===== config.mk =====
export PLATFORM = sky130hd
export DESIGN_NAME = alu_issuer
export DESIGN_NICKNAME = d
export VERILOG_FILES = /design/src/rtl/alu_pkg.sv /design/src/rtl/alu_cmd_fifo.sv /design/src/rtl/alu_issuer.sv
export SDC_FILE = /design/constraint.sdc
export NUM_CORES = 1
export LEC_CHECK = 0
export ABC_AREA = 1
export CAP_MARGIN = 20
export CORE_MARGIN = 2
export CORE_UTILIZATION = 30
export CTS_BUF_LIST = sky130_fd_sc_hd__clkbuf_2 sky130_fd_sc_hd__clkbuf_4 sky130_fd_sc_hd__clkbuf_8
export DETAILED_ROUTE_END_ITERATION = 16
export PLACE_DENSITY = 0.52
export SYNTH_ARGS = -nofsm -noshare
export SYNTH_HDL_FRONTEND = slang
export SYNTH_SLANG_ARGS = --single-unit
export TNS_END_PERCENT = 10

===== constraint.sdc =====
create_clock -name clk -period 13.85 [get_ports clk]
set_clock_uncertainty 0.2 [all_clocks]
set_input_delay 3.4625 -clock clk [delete_from_list [all_inputs] [get_ports clk]]
set_output_delay 3.4625 -clock clk [all_outputs]
set_load 0.02 [all_outputs]

===== src/rtl/alu_pkg.sv =====
// Shared types for the alu_dut command issuer: opcodes, flags, command payload and FSM states.
// The struct widths fix the ALU datapath the issuer is built for.
package alu_pkg;

    localparam int unsigned ALU_WIDTH   = 32;
    localparam int unsigned ALU_TAG_W   = 4;
    localparam int unsigned ALU_SHAMT_W = 5;

    typedef enum logic [3:0] {
        OP_ADD  = 4'h0,
        OP_SUB  = 4'h1,
        OP_AND  = 4'h2,
        OP_OR   = 4'h3,
        OP_XOR  = 4'h4,
        OP_NOR  = 4'h5,
        OP_SLL  = 4'h6,
        OP_SRL  = 4'h7,
        OP_SRA  = 4'h8,
        OP_SLT  = 4'h9,
        OP_SLTU = 4'hA,
        OP_MUL  = 4'hB,
        OP_MULH = 4'hC,
        OP_DIV  = 4'hD,
        OP_REM  = 4'hE,
        OP_NOP  = 4'hF
    } alu_op_e;

    typedef struct packed {
        logic negative;
        logic overflow;
        logic carry;
        logic zero;
    } alu_flags_t;

    typedef struct packed {
        alu_op_e                  opcode;
        logic [ALU_WIDTH-1:0]     a;
        logic [ALU_WIDTH-1:0]     b;
        logic [ALU_SHAMT_W-1:0]   shamt;
        logic [ALU_TAG_W-1:0]     tag;
    } alu_cmd_t;

    typedef enum logic [1:0] {
        ST_IDLE  = 2'd0,
        ST_ISSUE = 2'd1,
        ST_WAIT  = 2'd2,
        ST_RESP  = 2'd3
    } issuer_state_e;

    // Zero/negative come from the captured result because the ALU's own copies lag one operation.
    function automatic alu_flags_t alu_rsp_flags(input logic [ALU_WIDTH-1:0] result,
                                                 input logic                 carry,
                                                 input logic                 overflow);
        alu_flags_t f;
        f.negative = result[ALU_WIDTH-1];
        f.overflow = overflow;
        f.carry    = carry;
        f.zero     = (result == '0);
        return f;
    endfunction

endpackage


===== src/rtl/alu_cmd_fifo.sv =====
// Command FIFO for alu_issuer: DEPTH entries of alu_cmd_t, registered push_ready, show-ahead head.
module alu_cmd_fifo
    import alu_pkg::*;
#(
    parameter int unsigned DEPTH = 4
) (
    input  logic     clk,
    input  logic     reset_n,
    input  logic     push_valid,
    output logic     push_ready,
    input  alu_cmd_t push_data,
    input  logic     pop,
    output alu_cmd_t head_c,
    output logic     empty_c
);

    localparam int unsigned PTR_W = (DEPTH > 1) ? $clog2(DEPTH) : 1;
    localparam int unsigned CNT_W = $clog2(DEPTH + 1);

    alu_cmd_t         mem [DEPTH];
    logic [PTR_W-1:0] wr_ptr_q;
    logic [PTR_W-1:0] rd_ptr_q;
    logic [CNT_W-1:0] count_q;
    logic [CNT_W-1:0] count_d;
    logic             push_ready_q;
    logic             do_push;
    logic             do_pop;

    assign do_push    = push_valid && push_ready_q;
    assign do_pop     = pop && (count_q != '0);
    assign push_ready = push_ready_q;
    assign empty_c    = (count_q == '0);
    assign head_c     = mem[rd_ptr_q];

    always_comb begin
        count_d = count_q;
        if (do_push && !do_pop) begin
            count_d = count_q + CNT_W'(1);
        end else if (!do_push && do_pop) begin
            count_d = count_q - CNT_W'(1);
        end
    end

    // Pointers wrap naturally because DEPTH is a power of two.
    always_ff @(posedge clk or negedge reset_n) begin
        if (!reset_n) begin
            wr_ptr_q     <= '0;
            rd_ptr_q     <= '0;
            count_q      <= '0;
            push_ready_q <= 1'b0;
        end else begin
            if (do_push) begin
                wr_ptr_q <= wr_ptr_q + PTR_W'(1);
            end
            if (do_pop) begin
                rd_ptr_q <= rd_ptr_q + PTR_W'(1);
            end
            count_q      <= count_d;
            push_ready_q <= (count_d != CNT_W'(DEPTH));
        end
    end

    always_ff @(posedge clk) begin
        if (do_push) begin
            mem[wr_ptr_q] <= push_data;
        end
    end

endmodule


===== src/rtl/alu_issuer.sv =====
// Command-side driver for alu_dut: buffers tagged commands, issues one at a time, returns tagged responses.
// Optional WAIT timeout is built when ALU_ISSUER_TIMEOUT_EN is defined.
module alu_issuer
    import alu_pkg::*;
#(
    parameter int unsigned WIDTH   = 32,
    parameter int unsigned TAG_W   = 4,
    parameter int unsigned DEPTH   = 4,
    parameter int unsigned TIMEOUT = 15
) (
    input  logic             clk,
    input  logic             reset_n,
    input  logic             cmd_valid,
    output logic             cmd_ready,
    input  logic [3:0]       cmd_opcode,
    input  logic [WIDTH-1:0] cmd_a,
    input  logic [WIDTH-1:0] cmd_b,
    input  logic [4:0]       cmd_shamt,
    input  logic [TAG_W-1:0] cmd_tag,
    output logic             alu_enable,
    output logic [3:0]       alu_opcode,
    output logic [WIDTH-1:0] alu_operand_a,
    output logic [WIDTH-1:0] alu_operand_b,
    output logic [4:0]       alu_shift_amount,
    input  logic [WIDTH-1:0] alu_result,
    input  logic             alu_carry_flag,
    input  logic             alu_overflow_flag,
    input  logic             alu_zero_flag,
    input  logic             alu_negative_flag,
    input  logic             alu_ready,
    output logic             rsp_valid,
    input  logic             rsp_ready,
    output logic [WIDTH-1:0] rsp_result,
    output logic [3:0]       rsp_flags,
    output logic [TAG_W-1:0] rsp_tag,
    output logic             rsp_timeout
);

    if (WIDTH != ALU_WIDTH || TAG_W != ALU_TAG_W || DEPTH < 2 || TIMEOUT < 1) begin : g_bad_params
        $error("alu_issuer: parameters do not match alu_pkg or are out of range");
    end

    issuer_state_e    state_q;
    issuer_state_e    state_d;
    alu_cmd_t         cmd_in;
    alu_cmd_t         fifo_head;
    logic             fifo_empty;
    logic             pop;
    logic             timeout_hit;
    alu_cmd_t         issue_q;
    logic             alu_enable_q;
    logic             alu_enable_d;
    logic             rsp_valid_q;
    logic             rsp_valid_d;
    logic [WIDTH-1:0] rsp_result_q;
    logic [WIDTH-1:0] rsp_result_d;
    alu_flags_t       rsp_flags_q;
    alu_flags_t       rsp_flags_d;
    logic [TAG_W-1:0] rsp_tag_q;
    logic [TAG_W-1:0] rsp_tag_d;
    logic             rsp_timeout_q;
    logic             rsp_timeout_d;
    logic             unused_lagging_flags;

    // The ALU's zero/negative outputs describe the previous operation and are deliberately ignored.
    assign unused_lagging_flags = alu_zero_flag ^ alu_negative_flag;

    always_comb begin
        cmd_in.opcode = alu_op_e'(cmd_opcode);
        cmd_in.a      = ALU_WIDTH'(cmd_a);
        cmd_in.b      = ALU_WIDTH'(cmd_b);
        cmd_in.shamt  = ALU_SHAMT_W'(cmd_shamt);
        cmd_in.tag    = ALU_TAG_W'(cmd_tag);
    end

    alu_cmd_fifo #(
        .DEPTH (DEPTH)
    ) u_fifo (
        .clk        (clk),
        .reset_n    (reset_n),
        .push_valid (cmd_valid),
        .push_ready (cmd_ready),
        .push_data  (cmd_in),
        .pop        (pop),
        .head_c     (fifo_head),
        .empty_c    (fifo_empty)
    );

`ifdef ALU_ISSUER_TIMEOUT_EN
    localparam int unsigned TO_W = $clog2(TIMEOUT + 1);

    logic [TO_W-1:0] wait_cnt_q;

    // Counts WAIT cycles without alu_ready; cleared whenever the FSM is outside WAIT.
    always_ff @(posedge clk or negedge reset_n) begin
        if (!reset_n) begin
            wait_cnt_q <= '0;
        end else if (state_q != ST_WAIT) begin
            wait_cnt_q <= '0;
        end else if (!alu_ready) begin
            wait_cnt_q <= wait_cnt_q + TO_W'(1);
        end
    end

    assign timeout_hit = (state_q == ST_WAIT) && !alu_ready && (wait_cnt_q == TO_W'(TIMEOUT - 1));
`else
    assign timeout_hit = 1'b0;
`endif

    always_comb begin
        state_d       = state_q;
        pop           = 1'b0;
        alu_enable_d  = 1'b0;
        rsp_valid_d   = rsp_valid_q;
        rsp_result_d  = rsp_result_q;
        rsp_flags_d   = rsp_flags_q;
        rsp_tag_d     = rsp_tag_q;
        rsp_timeout_d = rsp_timeout_q;
        unique case (state_q)
            ST_IDLE: begin
                if (!fifo_empty) begin
                    pop          = 1'b1;
                    alu_enable_d = 1'b1;
                    state_d      = ST_ISSUE;
                end
            end
            ST_ISSUE: begin
                state_d = ST_WAIT;
            end
            ST_WAIT: begin
                if (alu_ready) begin
                    state_d       = ST_RESP;
                    rsp_valid_d   = 1'b1;
                    rsp_result_d  = alu_result;
                    rsp_flags_d   = alu_rsp_flags(ALU_WIDTH'(alu_result), alu_carry_flag,
                                                  alu_overflow_flag);
                    rsp_tag_d     = TAG_W'(issue_q.tag);
                    rsp_timeout_d = 1'b0;
                end else if (timeout_hit) begin
                    state_d       = ST_RESP;
                    rsp_valid_d   = 1'b1;
                    rsp_result_d  = '0;
                    rsp_flags_d   = '0;
                    rsp_tag_d     = TAG_W'(issue_q.tag);
                    rsp_timeout_d = 1'b1;
                end
            end
            ST_RESP: begin
                if (rsp_ready) begin
                    rsp_valid_d = 1'b0;
                    if (!fifo_empty) begin
                        pop          = 1'b1;
                        alu_enable_d = 1'b1;
                        state_d      = ST_ISSUE;
                    end else begin
                        state_d = ST_IDLE;
                    end
                end
            end
            default: begin
                state_d = ST_IDLE;
            end
        endcase
    end

    always_ff @(posedge clk or negedge reset_n) begin
        if (!reset_n) begin
            state_q       <= ST_IDLE;
            issue_q       <= '0;
            alu_enable_q  <= 1'b0;
            rsp_valid_q   <= 1'b0;
            rsp_result_q  <= '0;
            rsp_flags_q   <= '0;
            rsp_tag_q     <= '0;
            rsp_timeout_q <= 1'b0;
        end else begin
            state_q       <= state_d;
            alu_enable_q  <= alu_enable_d;
            rsp_valid_q   <= rsp_valid_d;
            rsp_result_q  <= rsp_result_d;
            rsp_flags_q   <= rsp_flags_d;
            rsp_tag_q     <= rsp_tag_d;
            rsp_timeout_q <= rsp_timeout_d;
            if (pop) begin
                issue_q <= fifo_head;
            end
        end
    end

    // ALU pins come straight from the issue register, so they stay stable through WAIT and RESP.
    assign alu_enable       = alu_enable_q;
    assign alu_opcode       = issue_q.opcode;
    assign alu_operand_a    = WIDTH'(issue_q.a);
    assign alu_operand_b    = WIDTH'(issue_q.b);
    assign alu_shift_amount = issue_q.shamt;
    assign rsp_valid        = rsp_valid_q;
    assign rsp_result       = rsp_result_q;
    assign rsp_flags        = rsp_flags_q;
    assign rsp_tag          = rsp_tag_q;
    assign rsp_timeout      = rsp_timeout_q;

endmodule


==> results of run 1 <==
critical path: stages:
cell,delay (ns)
clkdlybuf4s50_1,0.46
nand2_1,0.31
nor2_4,0.46
buf_4,0.59
buf_4,0.58
sequential cells by signal, indices dropped and copies added, names as in the netlist:
name and count:
u_fifo.push_ready 1, u_fifo.mem 308, alu_enable 1, u_fifo.count_q 3, alu_operand_b 32, rsp_valid 1
rsp_tag 4, u_fifo.wr_ptr_q 2, rsp_result 32, rsp_flags 3, alu_shift_amount 5, u_fifo.rd_ptr_q 2
alu_opcode 4, alu_operand_a 32, state_q 2, issue_q 4
power breakdown:
group          switching (uW)  total (uW)  leakage (uW)  internal, uW
Combinational            1050        1670       0.00254           624
Clock                     520        1220      0.000852           697
Sequential                193        1970       0.00430          1780
synth_stat cells (5+ instances only):
cell and number:
nand3_1 6, o21ai_1 12, buf_4 79, edfxtp_1 308, nand4_1 7, buf_2 34
o22ai_1 5, buf_8 7, mux2_2 9, dfrtp_1 128, a31oi_1 73, inv_1 46
o21ai_0 179, clkbuf_1 25, nor2_1 387, nand2_1 58, ha_1 11
per-stage QoR:
step | area, sq um | util, % | worst slack [ns]
floorplan | 17150 | - | 6.279
global placement | 19570 | 34.63 | 7.227
detailed placement | 19570 | 34.63 | 7.253
CTS | 21170 | 37.47 | 7.969
global route | 21170 | 37.47 | 7.815
finish | 21170 | 37.47 | 7.980
final timing paths:
| path | startpoint | endpoint | slack [ns] | depth (start not counted) |
|---|---|---|---|---|
| max in group asynchronous | reset_n | rsp_result[6]$_DFFE_PN0P_ | 9.30 | 2 |
| worst min-delay path | rsp_result[15]$_DFFE_PN0P_ | rsp_result[15]$_DFFE_PN0P_ | 0.28 | 2 |
| worst max-delay path | cmd_valid | u_fifo.mem[3][31]$_DFFE_PP_ | 7.98 | 5 |
| worst max register to register | u_fifo.rd_ptr_q[0]$_DFFE_PN0P_ | issue_q[1]$_DFFE_PN0N_ | 10.62 | 6 |
| min in group asynchronous | reset_n | rsp_result[12]$_DFFE_PN0P_ | 2.66 | 1 |
| worst min register to register | rsp_result[15]$_DFFE_PN0P_ | rsp_result[15]$_DFFE_PN0P_ | 0.28 | 2 |
cell type report:
| class | instances | area share [%] |
|---|---|---|
| clock inverters | 25 | 0.8215 |
| inverters | 49 | 0.9101 |
| multi-input cells | 759 | 16.73 |
| flip-flops and latches | 436 | 58.85 |
| clock buffers | 117 | 6.749 |
| diodes | 1 | 0.01182 |
| repair buffers | 246 | 11.46 |
| well taps | 756 | 4.468 |
per-layer routing:
| metal | share of wire [%] | global-route usage (%) | vias up | wire length [um] |
|---|---|---|---|---|
| met5 | 0.087 | 0 | - | 36 |
| li1 | - | - | 5120 | - |
| met1 | 44 | 17.55 | 5114 | 18170 |
| met2 | 47 | 22.66 | 305 | 19480 |
| met3 | 6.9 | 4.135 | 61 | 2842 |
| met4 | 2.2 | 5.540 | 6 | 917 |
logic make-up after synthesis:
group / share of synthesized area (%)
adder cells (fa/ha/maj): 0.8026
AO/OA/AOI/OAI: 8.507
AND/OR/NAND/NOR: 10.44
multiplexers: 0.5910
other: 0.02187
buffers and inverters: 6.924
flip-flops: 72.61
XOR/XNOR: 0.1022
==> impl_metrics.csv, run 1 <==
group,metric,value,unit
status,status,"finished clean",
sta,fin_tns_setup,0,ns
routing,ant_nets,0,
worst_setup_path,cp_max_fo,35,
routing,drt-initial-drc-count,583,
sta,slew_viol_final,0,
sta,hold_slack,0.2827,ns
floorplanning,io_pins,235,
logic_synthesis,yosysWarningCount,0,
routing,viasPerCell,4.440,
logic_synthesis,synth_top_cell_area_share,53.93,%
clock_tree,clk_latency,0.64,ns
floorplanning,die_area,0.05909,sq mm
routing,drc_errors,0,
sta,clock.fmax,170.4,MHz
sta,setup_viol,0,
clock_tree,cts.sinks,436,
logic_synthesis,synth-seq-area-share,72.61,%
worst_setup_path,cp.arrival,5.94,ns
routing,wirelength,41450,um
cells_and_area,layout_commonest_cell,"nor2_1",
sta,min_period,5.870,ns
clock_tree,cts_root_buf,"clkbuf_8",
clock_tree,postCtsHoldBufs,0,
floorplanning,start_util,30.35,%
logic_synthesis,synthTopCellsByArea,"edfxtp_1, dfrtp_1, nor2_1",
clock_tree,numCtsBuffers,77,
logic_synthesis,syn_avg_cell_area,12.30,sq um
sta,hold_violations,0,
floorplanning,dieHeight,243.1,um
worst_setup_path,worstSetupEndpointType,"register",
placed_design,hpwl,21920,um
sta,worstMarginPinSlew,1.074,ns
clock_tree,cts_setup_buffers,0,
pwr,p_per_area,229.7,mW/mm^2
logic_synthesis,synth.distinct_cells,27,
grt,grt_overflow_total,0,
floorplanning,die_x,243.1,um
cells_and_area,drive_above_1_share,10.29,%
clock_tree,htreeDepth,3,
cells_and_area,synthToLayoutAreaGrowth,23.46,%
placed_design,io_buffers,231,
cells_and_area,nNetsFinal,1698,
cells_and_area,register_area,0.01246,sq mm
grt,grt_pass1_wl,62590,um
logic_synthesis,netlist_instances,1394,
hold_path,min_path_type,"register to register",
placed_design,dp.cells,2246,
floorplanning,rows,87,
logic_synthesis,synthesis.area,0.01715,sq mm
logic_synthesis,yosysTopAreaCell,"edfxtp_1",
cells_and_area,layout_common_cells,"nor2_1, edfxtp_1, clkdlybuf4s50_1, o21ai_0, dfrtp_1",
logic_synthesis,synth_edf_count,308,
sta,relSlewSlack,28.41,%
grt,gr-usage-all-layers,13.98,%
worst_setup_path,crit_type,"input pin to register",
pwr,power,4864,uW
pwr,ir_drop,0.1624,mV
sta,fin_crit_sh,42.38,%
logic_synthesis,async_reset_ff_share,29.36,%
worst_setup_path,worst_setup_path_start_kind,"input pin",
worst_setup_path,cp.required,13.92,ns
routing,wire_per_inst,17.35,um
clock_tree,cts.reportedPaths.clkPinSlew,0.06,ns
clock_tree,post_cts_resized,0,
floorplanning,core,0.05650,sq mm
clock_tree,cts_tree,"yes",
logic_synthesis,ys_seq_elements,436,
pwr,leakagePower,0.007688,uW
logic_synthesis,synth_nets,1523,
logic_synthesis,ys_dominant_reg_cell,"edfxtp_1",
routing,vias,10610,
cells_and_area,final_cells,2389,
placed_design,place.gp.congestion,0.8033,
cells_and_area,multi_input_area,0.003542,sq mm
grt,grt_max_degree,86,
flow_run,drv_cap,0,
grt,first_global_vias,10500,
routing,first_pass_iters,4,
clock_tree,cts_max_path_buffers,3,
grt,antenna_found_initial,5,
cells_and_area,fillers,5444,
sta,rsz0062_at_grt,"no",
Note: power is estimated with default switching activity, not from simulation.
==> inputs of run 2 (changes only) <==
clock period = 6.1 ns   (was 13.85 ns; I/O delays follow)
==> run 2 against run 1 <==
  * Combinational power up 130%
  * Clock power up 140%
  * Count of clock-buffer cells in the layout up 7
  * Worst setup slack worse by 5.3 ns
  * Largest cell class unchanged
==> impl_metrics.csv, run 2 (synthesized netlist as in run 1, its figures left out) <==
group,metric,value,unit
routing,wire_per_inst,17.02,um
clock_tree,postCtsHoldBufs,0,
clock_tree,cts_max_path_buffers,3,
clock_tree,clk_latency,0.66,ns
clock_tree,cts_root_buf,"clkbuf_8",
floorplanning,start_util,30.35,%
grt,grt_max_degree,121,
routing,viasPerCell,4.403,
sta,clock.fmax,294.8,MHz
pwr,combinationalPowerShare,34.0,%
pwr,p_per_area,524.4,mW/mm^2
sta,fin_tns_setup,0,ns
grt,gr-usage-all-layers,13.81,%
clock_tree,htreeDepth,3,
placed_design,place.gp.congestion,0.8324,
sta,setup_viol,0,
cells_and_area,register_area,0.01246,sq mm
clock_tree,numCtsBuffers,78,
routing,drt-initial-drc-count,570,
pwr,p_switching,4000,uW
placed_design,hpwl,21700,um
grt,antenna_found_initial,6,
clock_tree,cts_tree,"yes",
floorplanning,dieHeight,243.1,um
worst_setup_path,crit_type,"register to output pin",
status,status,"finished clean",
sta,slew_viol_final,0,
worst_setup_path,slowest_stage,"clkdlybuf4s50_1",
grt,first_global_vias,10460,
pwr,clkPwrFrac,25.8,%
hold_path,min_path_type,"register to register",
cells_and_area,fillers,5406,
worst_setup_path,cp.arrival,1.67,ns
routing,vias,10530,
floorplanning,die_x,243.1,um
cells_and_area,regMostFlops,"u_fifo.mem",
routing,drc_errors,0,
sta,hold_violations,0,
routing,wirelength,40720,um
cells_and_area,synthToLayoutAreaGrowth,24.19,%
pwr,p_int,7168,uW
worst_setup_path,max_stage_delay,0.66,ns
worst_setup_path,cp.required,4.38,ns
floorplanning,die_area,0.05909,sq mm
pwr,leakagePower,0.007747,uW
cells_and_area,nNetsFinal,1698,
worst_setup_path,crit_chain,"clkdlybuf4s50_1",
worst_setup_path,r2r_slack,2.98,ns
clock_tree,cts_setup_buffers,0,
cells_and_area,largest_reg_flops,308,
sta,worstMarginPinSlew,1.037,ns
sta,fin_crit_sh,55.61,%
worst_setup_path,crit_buf_inv,1,
clock_tree,post_cts_resized,0,
cells_and_area,layout_common_cells,"nor2_1, edfxtp_1, clkdlybuf4s50_1, o21ai_0, dfrtp_1",
floorplanning,rows,87,
placed_design,dp.cells,2244,
cells_and_area,final_cells,2392,
routing,ant_nets,0,
sta,rsz0062_at_grt,"no",
pwr,swShare,35.82,%
clock_tree,cts.reportedPaths.clkPinSlew,0.05,ns
routing,first_pass_iters,5,
floorplanning,io_pins,235,
grt,grt_pass1_wl,62020,um
pwr,seq_power_share,40.1,%
clock_tree,cts.sinks,436,
placed_design,io_buffers,231,
sta,relSlewSlack,30.86,%
worst_setup_path,worstSetupEndpointType,"output pin",
worst_setup_path,worst_setup_path_start_kind,"register",
flow_run,drv_cap,0,
cells_and_area,drive_above_1_share,10.76,%
worst_setup_path,cp_max_fo,2,
cells_and_area,layout_commonest_cell,"nor2_1",
cells_and_area,multi_input_area,0.003542,sq mm
worst_setup_path,crit_family,"buffers and inverters",
floorplanning,core,0.05650,sq mm
grt,grt_overflow_total,0,
sta,min_period,3.392,ns
pwr,ir_drop,0.2819,mV
[run 2: metal layers]
metal	share of wire (%)	track usage [%]
met1	44	17.18
met2	47	22.59
met3	5.9	3.925
met4	2.3	5.648
met5	0.11	0
[run 2: cell type report]
cell class,instances,area share [%]
timing repair buffer,245,11.59
clock buffer,124,7.044
antenna,1,0.01175
tap,756,4.441
inverter,49,0.9047
multi-input combinational,759,16.63
clock inverter,22,0.8753
sequential,436,58.50
[run 2: worst paths after layout]
kind	startpoint	to	cells past startpoint
max	alu_operand_b[25]$_DFFE_PN0N_	alu_operand_b[25]	1
min	rsp_tag[2]$_DFFE_PN0P_	rsp_tag[2]$_DFFE_PN0P_	2
max reg2reg	u_fifo.rd_ptr_q[1]$_DFFE_PN0P_	alu_operand_b[23]$_DFFE_PN0N_	5
min reg2reg	rsp_tag[2]$_DFFE_PN0P_	rsp_tag[2]$_DFFE_PN0P_	2
max in group asynchronous	reset_n	alu_operand_b[6]$_DFFE_PN0N_	2
min in group asynchronous	reset_n	rsp_result[12]$_DFFE_PN0P_	1
[run 2: per-stage QoR]
| stage | hold slack, ns | setup WS, ns | util (%) | power (uW) | area, sq um |
|---|---|---|---|---|---|
| 2_1_floorplan | 0.3015 | 0.4669 | - | 7260 | 17150 |
| 3_3_place_gp | 0.2673 | 2.133 | 34.67 | 8382 | 19590 |
| 3_5_place_dp | 0.2757 | 2.111 | 34.67 | 8445 | 19590 |
| 4_1_cts | 0.2892 | 2.603 | 37.66 | 11400 | 21280 |
| 5_1_grt | 0.3090 | 2.608 | 37.70 | 11940 | 21300 |
| 6_report | 0.2831 | 2.708 | 37.70 | 11170 | 21300 |
[run 2: power by group through the flow]
stage / Sequential [uW] / Combinational [uW] / Clock, uW
floorplan: 4520 / 2740 / 0
global placement: 4530 / 3850 / 0
detailed placement: 4560 / 3890 / 0
CTS: 4510 / 3890 / 3000
global route: 4580 / 4240 / 3120
finish: 4480 / 3800 / 2880
==> inputs of run 3 (changes only) <==
clock period = 3.48 ns   (was 6.1 ns; I/O delays follow)
==> run 3 against run 2 <==
  * Worst hold slack better by 0.00065 ns
  * Cell area grew 0.88%
  * Global-route usage is essentially flat
  * Critical path depth unchanged
  * Sequential cell count is the same
  * Sequential share of layout area decreased by 0.51 points
  * Sequential power up 72%
  * Critical endpoint is now alu_operand_b[26]
  * Largest power group unchanged
  * Highest routed layer unchanged
==> impl_metrics.csv, run 3 (synthesized netlist as in run 1, its figures left out) <==
group,metric,value,unit
cells_and_area,drive_above_1_share,11.45,%
worst_setup_path,cp.arrival,1.71,ns
worst_setup_path,worst_setup_path_start_kind,"register",
cells_and_area,layout_commonest_cell,"nor2_1",
grt,gr-usage-all-layers,13.85,%
cells_and_area,finish.utilization,38.03,%
clock_tree,cts_setup_buffers,0,
flow_run,drv_cap,0,
grt,grt_overflow_total,0,
clock_tree,cts_max_path_buffers,3,
placed_design,dpl_worst_slack,0.5890,ns
sta,rsz0062_at_grt,"no",
cells_and_area,layout_common_cells,"nor2_1, edfxtp_1, clkdlybuf4s50_1, o21ai_0, dfrtp_1",
clock_tree,clk_latency,0.64,ns
cells_and_area,largest_reg_flops,308,
floorplanning,die_x,243.1,um
placed_design,place.gp.congestion,0.8201,
sta,slew_viol_final,0,
routing,drt-initial-drc-count,543,
floorplanning,die_area,0.05909,sq mm
pwr,ir_drop,0.5883,mV
pwr,p_per_area,919.3,mW/mm^2
placed_design,io_buffers,231,
worst_setup_path,slowest_stage,"clkdlybuf4s50_1",
status,status,"finished clean",
routing,first_pass_iters,5,
floorplanning,start_util,30.35,%
cells_and_area,fillers,5405,
worst_setup_path,cp.required,2.41,ns
sta,fin_crit_sh,79.76,%
routing,wire_per_inst,17.03,um
clock_tree,numCtsBuffers,78,
hold_path,min_path_type,"register to register",
cells_and_area,nNetsFinal,1714,
clock_tree,cts.reportedPaths.clkPinSlew,0.07,ns
placed_design,hpwl,22890,um
worst_setup_path,crit_chain,"clkdlybuf4s50_1",
sta,min_period,2.776,ns
grt,grt_pass1_wl,62520,um
cells_and_area,regMostFlops,"u_fifo.mem",
clock_tree,cts.sinks,436,
pwr,leakagePower,0.007837,uW
sta,worstMarginPinSlew,1.014,ns
worst_setup_path,crit_buf_inv,1,
cells_and_area,final_cells,2407,
floorplanning,rows,87,
cells_and_area,synthToLayoutAreaGrowth,25.28,%
routing,ant_nets,0,
grt,first_global_vias,10490,
floorplanning,core,0.05650,sq mm
clock_tree,cts_root_buf,"clkbuf_8",
worst_setup_path,crit_type,"register to output pin",
grt,grt_max_degree,85,
floorplanning,io_pins,235,
clock_tree,cts_tree,"yes",
sta,layout_setup_ws,0.7042,ns
routing,viasPerCell,4.405,
worst_setup_path,crit_family,"buffers and inverters",
routing,wirelength,41000,um
worst_setup_path,max_stage_delay,0.64,ns
placed_design,dp.cells,2260,
routing,drc_errors,0,
grt,antenna_found_initial,3,
sta,clock.fmax,360.3,MHz
sta,relSlewSlack,32.41,%
floorplanning,dieHeight,243.1,um
routing,vias,10600,
worst_setup_path,worstSetupEndpointType,"output pin",
sta,setup_viol,0,
worst_setup_path,cp_max_fo,2,
sta,hold_violations,0,
clock_tree,htreeDepth,3,
run 3: cell types whose count changed in the layout (fill, tap and decap cells not counted), moves of 2 or more:
cell / change
inv_8: +2
clkbuf_8: -5
buf_4: +7
buf_12: +8
run 3: layout make-up:
cell class / count / area [sq um] / share of cell area [%]
Antenna cell: 1 / 2.502 / 0.01165
Clock buffer: 118 / 1424 / 6.627
Clock inverter: 27 / 226.5 / 1.054
Inverter: 49 / 192.7 / 0.8969
Multi-Input combinational cell: 759 / 3542 / 16.49
Sequential cell: 436 / 12460 / 57.99
Tap cell: 756 / 945.9 / 4.403
Timing Repair Buffer: 261 / 2691 / 12.53
run 3: power by group:
group	internal (uW)	leakage [uW]	switching (uW)
Clock	2860	0.000883	2130
Sequential	7080	0.00430	635
Combinational	2710	0.00265	4340
Total	12600	0.00784	7100
run 3: path summary, 6_finish.rpt:
path | start | end | slack, ns | cells past startpoint
max in group asynchronous | reset_n | rsp_result[24]$_DFFE_PN0P_ | 1.71 | 3
min reg2reg | rsp_result[22]$_DFFE_PN0P_ | rsp_result[22]$_DFFE_PN0P_ | 0.28 | 2
max reg2reg | state_q[0]$_DFFE_PN0P_ | alu_operand_a[10]$_DFFE_PN0N_ | 1.24 | 8
min in group asynchronous | reset_n | alu_operand_b[2]$_DFFE_PN0N_ | 0.57 | 2
max | alu_operand_b[26]$_DFFE_PN0N_ | alu_operand_b[26] | 0.70 | 1
min | rsp_result[22]$_DFFE_PN0P_ | rsp_result[22]$_DFFE_PN0P_ | 0.28 | 2
run 3: per-stage QoR:
| step | hold slack, ns | TNS, ns | area [sq um] | power [uW] |
|---|---|---|---|---|
| floorplan | 0.3015 | -75.42 | 17160 | 12690 |
| global placement | 0.2667 | 0 | 19820 | 14970 |
| detailed placement | 0.2768 | 0 | 19820 | 15050 |
| CTS | 0.2910 | 0 | 21480 | 20130 |
| global route | 0.3120 | 0 | 21480 | 21110 |
| finish | 0.2837 | 0 | 21480 | 19750 |
run 3: per-layer routing:
metal | track usage [%] | share of wire, % | up-vias
met5 | 0 | 0.039 | -
met2 | 22.77 | 48 | 294
li1 | - | - | 5146
met4 | 4.944 | 2.3 | 2
met3 | 3.660 | 5.7 | 77
met1 | 17.60 | 44 | 5085
run 3: repair_timing:
action / 4_1_cts / 5_1_grt
setup endpoints to repair: 0 / 0
resized for setup: 0 / 0
hold buffers: 1 / 0
hold endpoints to repair: 41 / 0
